**src/rtl/vacc_inst_dispatch.sv**
```systemverilog
// Instruction FIFO and decoder for the video accelerator: maintains the
// mover base addresses and launches routed read/write mover command pairs.
module vacc_inst_dispatch #(
    parameter int ADDR_WIDTH = 64,
    parameter int FIFO_AW    = 3,
    parameter int N_UNITS    = 3,
    parameter int DEST_WIDTH = 3
) (
    input  logic                  aclk,
    input  logic                  aresetn,
    input  logic                  inst_valid,
    input  logic [31:0]           inst_data,
    output logic                  inst_ready,
    output logic [31:0]           head_data,
    output logic [ADDR_WIDTH-1:0] rd_src,
    output logic [12:0]           rd_len,
    output logic                  rd_valid,
    input  logic                  rd_ready,
    output logic [ADDR_WIDTH-1:0] wr_dest,
    output logic                  wr_valid,
    input  logic                  wr_ready,
    output logic [DEST_WIDTH-1:0] routing_dest,
    output logic                  busy,
    output logic [31:0]           done_count,
    output logic                  err_illegal,
    input  logic                  err_clear
);

    localparam int DEPTH = 1 << FIFO_AW;
    localparam int PAD   = ADDR_WIDTH - 13;

    localparam logic [2:0] S_IDLE     = 3'd0;
    localparam logic [2:0] S_LD_HI_RD = 3'd1;
    localparam logic [2:0] S_LD_HI_WR = 3'd2;
    localparam logic [2:0] S_ISSUE    = 3'd3;
    localparam logic [2:0] S_WAIT     = 3'd4;

    logic [31:0]           mem [DEPTH];
    logic [FIFO_AW-1:0]    wptr;
    logic [FIFO_AW-1:0]    rptr;
    logic [FIFO_AW:0]      count;
    logic                  empty;
    logic                  full;
    logic                  push;
    logic                  pop;
    logic [2:0]            state;
    logic [ADDR_WIDTH-1:0] rd_base;
    logic [ADDR_WIDTH-1:0] wr_base;

    logic [5:0]            op;
    logic [31:0]           op_w;
    logic [31:0]           base_lo;
    logic [12:0]           src_off;
    logic [12:0]           dst_off;
    logic [12:0]           len_f;
    logic                  is_main;
    logic [DEST_WIDTH-1:0] unit;

    // Count MSB is set only when the FIFO holds exactly DEPTH words.
    assign empty      = (count == '0);
    assign full       = count[FIFO_AW];
    assign inst_ready = !full;
    assign push       = inst_valid && inst_ready;
    assign head_data  = empty ? 32'd0 : mem[rptr];
    assign busy       = (state != S_IDLE) || !empty;

    assign op      = head_data[5:0];
    assign op_w    = {26'd0, op};
    assign base_lo = {head_data[31:6], 6'd0};
    assign src_off = {head_data[12:6], 6'd0};
    assign dst_off = {head_data[19:13], 6'd0};
    assign len_f   = {head_data[26:20], 6'd0};
    assign is_main = (op_w >= 32'd8) && (op_w < 32'(8 + N_UNITS));
    assign unit    = DEST_WIDTH'(op_w - 32'd8);

    always_comb begin
        pop = 1'b0;
        if (!empty) begin
            unique case (state)
                S_IDLE, S_LD_HI_RD, S_LD_HI_WR: pop = 1'b1;
                default:                        pop = 1'b0;
            endcase
        end
    end

    always_ff @(posedge aclk) begin
        if (push) mem[wptr] <= inst_data;
    end

    always_ff @(posedge aclk or negedge aresetn) begin
        if (!aresetn) begin
            wptr  <= '0;
            rptr  <= '0;
            count <= '0;
        end else begin
            if (push) wptr <= wptr + 1'b1;
            if (pop)  rptr <= rptr + 1'b1;
            count <= count + (FIFO_AW+1)'(push) - (FIFO_AW+1)'(pop);
        end
    end

    always_ff @(posedge aclk or negedge aresetn) begin
        if (!aresetn) begin
            state        <= S_IDLE;
            rd_base      <= '0;
            wr_base      <= '0;
            rd_src       <= '0;
            wr_dest      <= '0;
            rd_len       <= '0;
            routing_dest <= '0;
            rd_valid     <= 1'b0;
            wr_valid     <= 1'b0;
            done_count   <= '0;
            err_illegal  <= 1'b0;
        end else begin
            if (err_clear) err_illegal <= 1'b0;
            unique case (state)
                S_IDLE: begin
                    if (!empty && is_main) begin
                        routing_dest <= unit;
                        rd_src  <= rd_base + {{PAD{1'b0}}, src_off};
                        wr_dest <= wr_base + {{PAD{1'b0}}, dst_off};
                        rd_len  <= len_f;
                        if (len_f == '0) begin
                            done_count <= done_count + 32'd1;
                        end else begin
                            rd_valid <= 1'b1;
                            wr_valid <= 1'b1;
                            state    <= S_ISSUE;
                        end
                    end else if (!empty) begin
                        unique case (op)
                            6'd0: begin end
                            6'd2: begin
                                rd_base[31:0] <= base_lo;
                                state         <= S_LD_HI_RD;
                            end
                            6'd3: begin
                                wr_base[31:0] <= base_lo;
                                state         <= S_LD_HI_WR;
                            end
                            6'd4: rd_base[31:0] <= base_lo;
                            6'd5: wr_base[31:0] <= base_lo;
                            default: err_illegal <= 1'b1;
                        endcase
                    end
                end
                S_LD_HI_RD: begin
                    if (!empty) begin
                        rd_base[ADDR_WIDTH-1:32] <= head_data[ADDR_WIDTH-33:0];
                        state <= S_IDLE;
                    end
                end
                S_LD_HI_WR: begin
                    if (!empty) begin
                        wr_base[ADDR_WIDTH-1:32] <= head_data[ADDR_WIDTH-33:0];
                        state <= S_IDLE;
                    end
                end
                S_ISSUE: begin
                    // Each valid drops after its own handshake.
                    if (rd_valid && rd_ready) rd_valid <= 1'b0;
                    if (wr_valid && wr_ready) wr_valid <= 1'b0;
                    if (!rd_valid && !wr_valid) state <= S_WAIT;
                end
                S_WAIT: begin
                    if (rd_ready && wr_ready) begin
                        done_count <= done_count + 32'd1;
                        state      <= S_IDLE;
                    end
                end
                default: state <= S_IDLE;
            endcase
        end
    end

endmodule

```
**config.mk**
```make
export PLATFORM = sky130hd
export DESIGN_NAME = vacc_inst_dispatch
export DESIGN_NICKNAME = d
export VERILOG_FILES = /design/src/rtl/vacc_inst_dispatch.sv
export SDC_FILE = /design/constraint.sdc
export NUM_CORES = 1
export LEC_CHECK = 0
export CORE_ASPECT_RATIO = 2
export CORE_UTILIZATION = 59
export CTS_BUF_LIST = sky130_fd_sc_hd__clkbuf_8
export CTS_CLUSTER_DIAMETER = 50
export DETAILED_ROUTE_END_ITERATION = 12
export PLACE_DENSITY = 0.83
export SYNTH_ARGS = -nofsm -noshare
export SYNTH_HDL_FRONTEND = slang
export SYNTH_SLANG_ARGS = --single-unit
export TNS_END_PERCENT = 5
```
**constraint.sdc**
```tcl
create_clock -name aclk -period 5.55 [get_ports aclk]
set_input_delay 1.11 -clock aclk [delete_from_list [all_inputs] [get_ports aclk]]
set_output_delay 1.11 -clock aclk [all_outputs]
set_load 0.01 [all_outputs]
```
==> qor.yml, run 1 <==
synth:
  syn-cell-area_um2: 23590
  ys.flop_type: "dfrtp_1"
  synth.top_cells.by_count: "nand2_1 (381), dfrtp_1 (290), edfxtp_1 (256)"
  ys_types: 59
  synth.largest_area_cell: "edfxtp_1"
  avgSynthCellArea_um2: 12.63
  yosysMostFrequentCell: "nand2_1"
  async_flop_share_pct: 53.11
  synthTopCellsByArea: "edfxtp_1 (33%), dfrtp_1 (31%), nand2_1 (6.1%)"
  yosys_warnings: 0
  postSynthCellCount: 1868
  ys_ff_latch: 546
  synth_edf_count: 256
  synth_top_cell_area_share_pct: 32.59
  seq_area_frac_synth_pct: 63.35
global_routing:
  grt_max_degree: 196
  gr-total-overflow: 0
  grt_pass1_vias: 16080
  track_usage_pct: 30.33
  antenna_found_initial: 3
  grt_pass1_wl_um: 91020
placement:
  port_buffers: 232
  dp_slack_ps: 916.7
  hpwl_um: 41380
  place_inst: 2584
  placed_cell_area_um2: 26570
  place_congestion: 0.9333
drt:
  detail_route.vias_per_cell: 5.859
  wl_um: 60020
  drcViolationCount: 0
  ant_nets: 0
  first_pass_iters: 7
  vias: 15940
  detail_route.iter0.violations: 1076
  wl_per_cell_um: 22.07
cts:
  root_buffer: "clkbuf_8"
  clkTransAtPathRegs_ps: 70
  ctsHtreeMaxLevel: 3
  post_cts_buffers: 0
  cts_tree: "done"
  clk_path_buf_depth: 3
  cts_buffers: 73
  postCtsHoldBufs: 0
  insertion_delay_ps: 650
  cts-resized-gates: 0
  cts.sinks: 546
floorplanning:
  die_h_um: 284.8
  core-area_um2: 39440
  chipWidth_um: 143.4
  io_pins: 251
  fp.dieArea_um2: 40830
  rows: 103
  floorplan.initialDensity_pct: 59.82
power:
  p_leak_nw: 11.35
  p_per_area_nw_per_um2: 559.3
  ir_drop_v: 0.0003123
run:
  cap_violations: 0
timing:
  grt_setup_unrepaired: "false"
  period_needed_ps: 4879
  fin_skew_ps: 43.50
  setup_ws_ps: 670.5
  hold_viol: 0
  setup_violations: 0
  final.setup.tns_ps: 0
  maxSlewHeadroom_pct: 24.26
  maxSlewViolCount: 0
  max_clock_freq_ghz: 0.2049
  fin_crit_sh_pct: 87.92
  fin_hold_ws_ps: 474.8
  max_slew.worst_pin.slew_ps: 1136
critical_path:
  arrival_ps: 3770
  critPathLaunchType: "register"
  crit_required_ps: 4440
  path_class: "register to primary output"
  crit_fanout: 32
  worst_setup_path_end_kind: "primary output"
layout:
  drive_gt1_share_pct: 13.05
  nNetsFinal: 2197
  area_growth_syn_to_layout_pct: 18.91
  stdcell_count: 2720
  fin_area_um2: 28050
outcome:
  status: "finished clean"
min_path:
  min_path_type: "register to register"
## through the flow
step                power (W)  utilization (%)
floorplan            0.009389                -
global placement      0.01241            67.38
detailed placement    0.01263            67.38
CTS                   0.01566            71.11
global route          0.01640            71.13
finish                0.01569            71.13
## kinds of logic (layout without fill, tap and decap cells)
family,Yosys count,in the layout,synth area share (%)
buf+inv,142,449,2.880
other cells,1,21,0.01590
xor+xnor,150,150,5.569
fa+ha+maj,25,25,1.421
simple gates,665,665,12.81
mux,152,152,9.483
flops,546,546,63.35
compound gates,187,187,4.471
## final timing paths
kind                            cells past startpoint  slack [ps]                       start                    endpoint
worst max-delay path                                6         670         rptr[0]$_DFFE_PN0P_                head_data[0]
worst min-delay path                                1         470  done_count[31]$_DFFE_PN0P_  done_count[31]$_DFFE_PN0P_
worst max register to register                     14         890         rptr[0]$_DFFE_PN0P_      rd_src[50]$_DFFE_PN0P_
worst min register to register                      1         470  done_count[31]$_DFFE_PN0P_  done_count[31]$_DFFE_PN0P_
max in group asynchronous                           2        3740                     aresetn     wr_base[39]$_DFFE_PN0P_
min in group asynchronous                           1         550                     aresetn     wr_base[42]$_DFFE_PN0P_
## cell usage in the layout (no fill, tap or decap), drive strengths merged, types with 22 or more instances in the layout
| cell type | instances |
|---|---|
| buf | 51 |
| ha | 22 |
| mux4 | 52 |
| o21ai | 138 |
| xnor2 | 66 |
| nand3 | 53 |
| mux2 | 52 |
| nand2 | 381 |
| nor2 | 75 |
| dfrtp | 290 |
| mux2i | 48 |
| nand4 | 31 |
| clkbuf | 90 |
| clkdlybuf4s50 | 231 |
| and3 | 35 |
| edfxtp | 256 |
| xor2 | 84 |
| inv | 53 |
## layer usage
metal	vias to the layer above	GRT usage, %	part of all wire (%)
met3	240	5.239	7.1
met1	7852	33.27	34
met5	-	0	0
li1	7081	-	-
met2	764	52.15	52
met4	0	22.26	7.6
## final cells by class
class | instances | area [um2]
diodes | 3 | 7.507
clock buffers | 90 | 1239
clock inverters | 43 | 234.0
fillers | 2725 | 11380
inverters | 34 | 127.6
multi-input cells | 1197 | 8098
flip-flops and latches | 546 | 14950
well taps | 525 | 656.9
repair buffers | 282 | 2740
## registers in the layout, summed over array words and instances, names as in the netlist, 4 cells and up
name and flops:
mem 256, wr_base 58, rd_src 58, count 4, rd_base 58, rd_len 7, done_count 32, wr_dest 58
## worst max-delay path: stages, from the launching register on
cell             delay [ps]
dfrtp_4                 830
buf_4                   450
nor2b_1                 490
a22oi_1                 150
nand3_1                 400
inv_1                   230
clkdlybuf4s50_1         540
## power breakdown
part	switching [W]	leakage, nW	internal (W)
Sequential	0.000854	6.09	0.00518
Combinational	0.00380	4.42	0.00284
Clock	0.00145	0.832	0.00156
Total	0.00610	11.3	0.00959
Note: power is estimated with default switching activity, not from simulation.
==> run 2: changes to the inputs <==
--- a/config.mk
+++ b/config.mk
@@ -6,11 +6,13 @@
 export NUM_CORES = 1
 export LEC_CHECK = 0
 export CORE_ASPECT_RATIO = 2
-export CORE_UTILIZATION = 59
+export CORE_MARGIN = 5
+export CORE_UTILIZATION = 65
 export CTS_BUF_LIST = sky130_fd_sc_hd__clkbuf_8
 export CTS_CLUSTER_DIAMETER = 50
 export DETAILED_ROUTE_END_ITERATION = 12
-export PLACE_DENSITY = 0.83
+export DONT_BUFFER_PORTS = 1
+export PLACE_DENSITY = 0.81
 export SYNTH_ARGS = -nofsm -noshare
 export SYNTH_HDL_FRONTEND = slang
 export SYNTH_SLANG_ARGS = --single-unit
==> run 2 against run 1 <==
  * Maximum frequency is 1.9% higher
  * Final cell count is 11% lower
  * Combinational power is 21% lower
  * Non-clock buffer count is 228 lower
  * Power is 6.9% lower
  * Sequential power is 4.1% higher
  * Clock skew is 16 ps lower
  * Global-route usage is 1.6 points lower
  * Critical path depth is 8 higher
  * Register-to-register slack worse by 130 ps
  * Largest power group is now sequential cells
==> qor.yml, run 2 (same netlist as run 1, synthesis figures left out) <==
outcome:
  status: "finished clean"
layout:
  drive_gt1_share_pct: 14.77
  final_common_cell: "nand2_1"
  largest_register: "mem"
  largest_register_ff_count: 256
  nNetsFinal: 1969
  area_growth_syn_to_layout_pct: 8.874
  final_cell_mix: "nand2_1 (380), dfrtp_1 (288), edfxtp_1 (256)"
  fill_cells: 2415
timing:
  max_slew.worst_pin.slew_ps: 1157
  max_clock_freq_ghz: 0.2089
  setup_ws_ps: 761.9
  hold_viol: 0
  period_needed_ps: 4788
  final.setup.tns_ps: 0
  maxSlewViolCount: 0
  fin_skew_ps: 27.54
  maxSlewHeadroom_pct: 22.86
  setup_violations: 0
  grt_setup_unrepaired: "false"
  fin_crit_sh_pct: 86.27
power:
  p_leak_nw: 10.52
  ir_drop_v: 0.0003328
  p_per_area_nw_per_um2: 568.4
  p_total_w: 0.01460
floorplanning:
  io_pins: 251
  floorplan.initialDensity_pct: 65.89
  core-area_um2: 35800
  rows: 98
  fp.dieArea_um2: 40430
  die_h_um: 279.4
  chipWidth_um: 144.7
global_routing:
  antenna_found_initial: 1
  track_usage_pct: 28.74
  grt_pass1_vias: 15250
  gr-total-overflow: 0
  grt_pass1_wl_um: 87400
  grt_max_degree: 291
critical_path:
  worst_setup_path_end_kind: "register"
  arrival_ps: 5270
  reg2reg_depth: 14
  crit_chain: "buf_4 > mux4_2 > mux2i_1 > nor2_1 > buf_4 > ha_1 > nor2b_1 > o21a_1 > o21ai_0 > a21oi_1 > nand4_1 > nor4_1 > xnor2_1 > o21ai_0"
  crit_buf_inv: 2
  cp.depth: 14
  cp_top_family: "simple AND/OR/NAND/NOR gates"
  path_class: "register to register"
  critPathLaunchType: "register"
  crit_path_start: "rptr[0]$_DFFE_PN0P_"
  r2r_start: "rptr[0]$_DFFE_PN0P_"
  ff2ff_setup_slack_ps: 760
  r2r-end: "wr_dest[58]$_DFFE_PN0P_"
  crit_required_ps: 6030
  critPathCapture: "wr_dest[58]$_DFFE_PN0P_"
  max_stage_delay_ps: 930
  critical_path.slowest_cell: "dfrtp_4"
  crit_fanout: 41
drt:
  vias: 14840
  wl_um: 57620
  detail_route.iter0.violations: 1132
  detail_route.vias_per_cell: 6.145
  first_pass_iters: 5
  wl_per_cell_um: 23.87
  drcViolationCount: 0
  ant_nets: 0
cts:
  ctsHtreeMaxLevel: 3
  cts.sinks: 546
  clk_path_buf_depth: 3
  insertion_delay_ps: 640
  root_buffer: "clkbuf_8"
  cts_tree: "done"
  cts-resized-gates: 0
  postCtsHoldBufs: 0
  cts_buffers: 73
  post_cts_buffers: 0
  clkTransAtPathRegs_ps: 70
placement:
  hpwl_um: 39790
  port_buffers: 0
  dp_slack_ps: 867.1
  place_congestion: 0.9755
run:
  cap_violations: 0
min_path:
  min_path_type: "primary input to async pin"
## run 2: cell count changes in the layout (fill, tap and decap cells not counted)
cell,delta
inv_1,-1
clkinv_1,-1
clkinvlp_4,+1
clkdlybuf4s50_1,-231
clkbuf_8,-3
bufinv_16,+2
diode_2,-2
buf_4,+4
inv_6,+1
buf_8,-1
## run 2: metrics by stage
stage	utilization, %	area (um2)	hold WS [ps]	cells
2_1_floorplan	-	23650	466.1	1885
3_3_place_gp	67.54	24180	494.0	2281
3_5_place_dp	67.54	24180	499.1	2281
4_1_cts	71.73	25680	133.2	2413
5_1_grt	71.73	25680	161.8	2414
6_report	71.73	25680	196.4	2414
## run 2: worst register-to-register path, delay by kind of cell (launching register included)
family / cells / cell delay [ps]
simple gates: 4 / 1060
buf+inv: 2 / 610
mux: 2 / 670
fa+ha+maj: 1 / 360
xor+xnor: 1 / 180
compound gates: 4 / 810
flops: 1 / 930
## run 2: final cells by class
| class | count | area, um2 | area share, % |
|---|---|---|---|
| sequential | 546 | 14950 | 58.21 |
| multi-input combinational | 1197 | 8098 | 31.53 |
| clock buffer | 87 | 1197 | 4.662 |
| tap | 450 | 563.0 | 2.192 |
| timing repair buffer | 54 | 442.9 | 1.725 |
| clock inverter | 45 | 302.8 | 1.179 |
| inverter | 34 | 127.6 | 0.4969 |
| antenna | 1 | 2.502 | 0.009743 |
## run 2: routing by layer
layer  GRT usage (%)  vias to the layer above  share of wire, %
li1                -                     6606                 -
met1           31.03                     7381                33
met2           49.36                      631                52
met3           7.516                      217               8.4
met4           17.98                        0               7.3
met5               0                        -                 0
## run 2: how the worst min path moves through the flow
stage                            startpoint                 endpoint  slack (ps)  cells past startpoint
global route                        aresetn      wptr[0]$_DFFE_PN0P_         160                      0
CTS                                 aresetn    err_illegal$_DFF_PN0_         130                      0
floorplan           rd_base[63]$_DFFE_PN0P_  rd_base[63]$_DFFE_PN0P_         470                      2
detailed placement  rd_base[63]$_DFFE_PN0P_  rd_base[63]$_DFFE_PN0P_         500                      2
global placement    rd_base[37]$_DFFE_PN0P_  rd_base[37]$_DFFE_PN0P_         490                      2
finish                              aresetn      wptr[0]$_DFFE_PN0P_         200                      0
## run 2: report_power, final
group	internal [W]	total [W]	leakage [nW]	switching, W
combinational	0.00197	0.00523	3.59	0.00327
clock	0.00162	0.00307	0.836	0.00145
sequential	0.00519	0.00629	6.09	0.00111
==> run 3: changes to the inputs <==
--- a/config.mk
+++ b/config.mk
@@ -9,7 +9,7 @@
 export CORE_MARGIN = 5
 export CORE_UTILIZATION = 65
 export CTS_BUF_LIST = sky130_fd_sc_hd__clkbuf_8
-export CTS_CLUSTER_DIAMETER = 50
+export CTS_CLUSTER_DIAMETER = 120
 export DETAILED_ROUTE_END_ITERATION = 12
 export DONT_BUFFER_PORTS = 1
 export PLACE_DENSITY = 0.81
==> results of run 3 <==
Same layout as run 2: the final DEF is identical, and so are final timing and power.
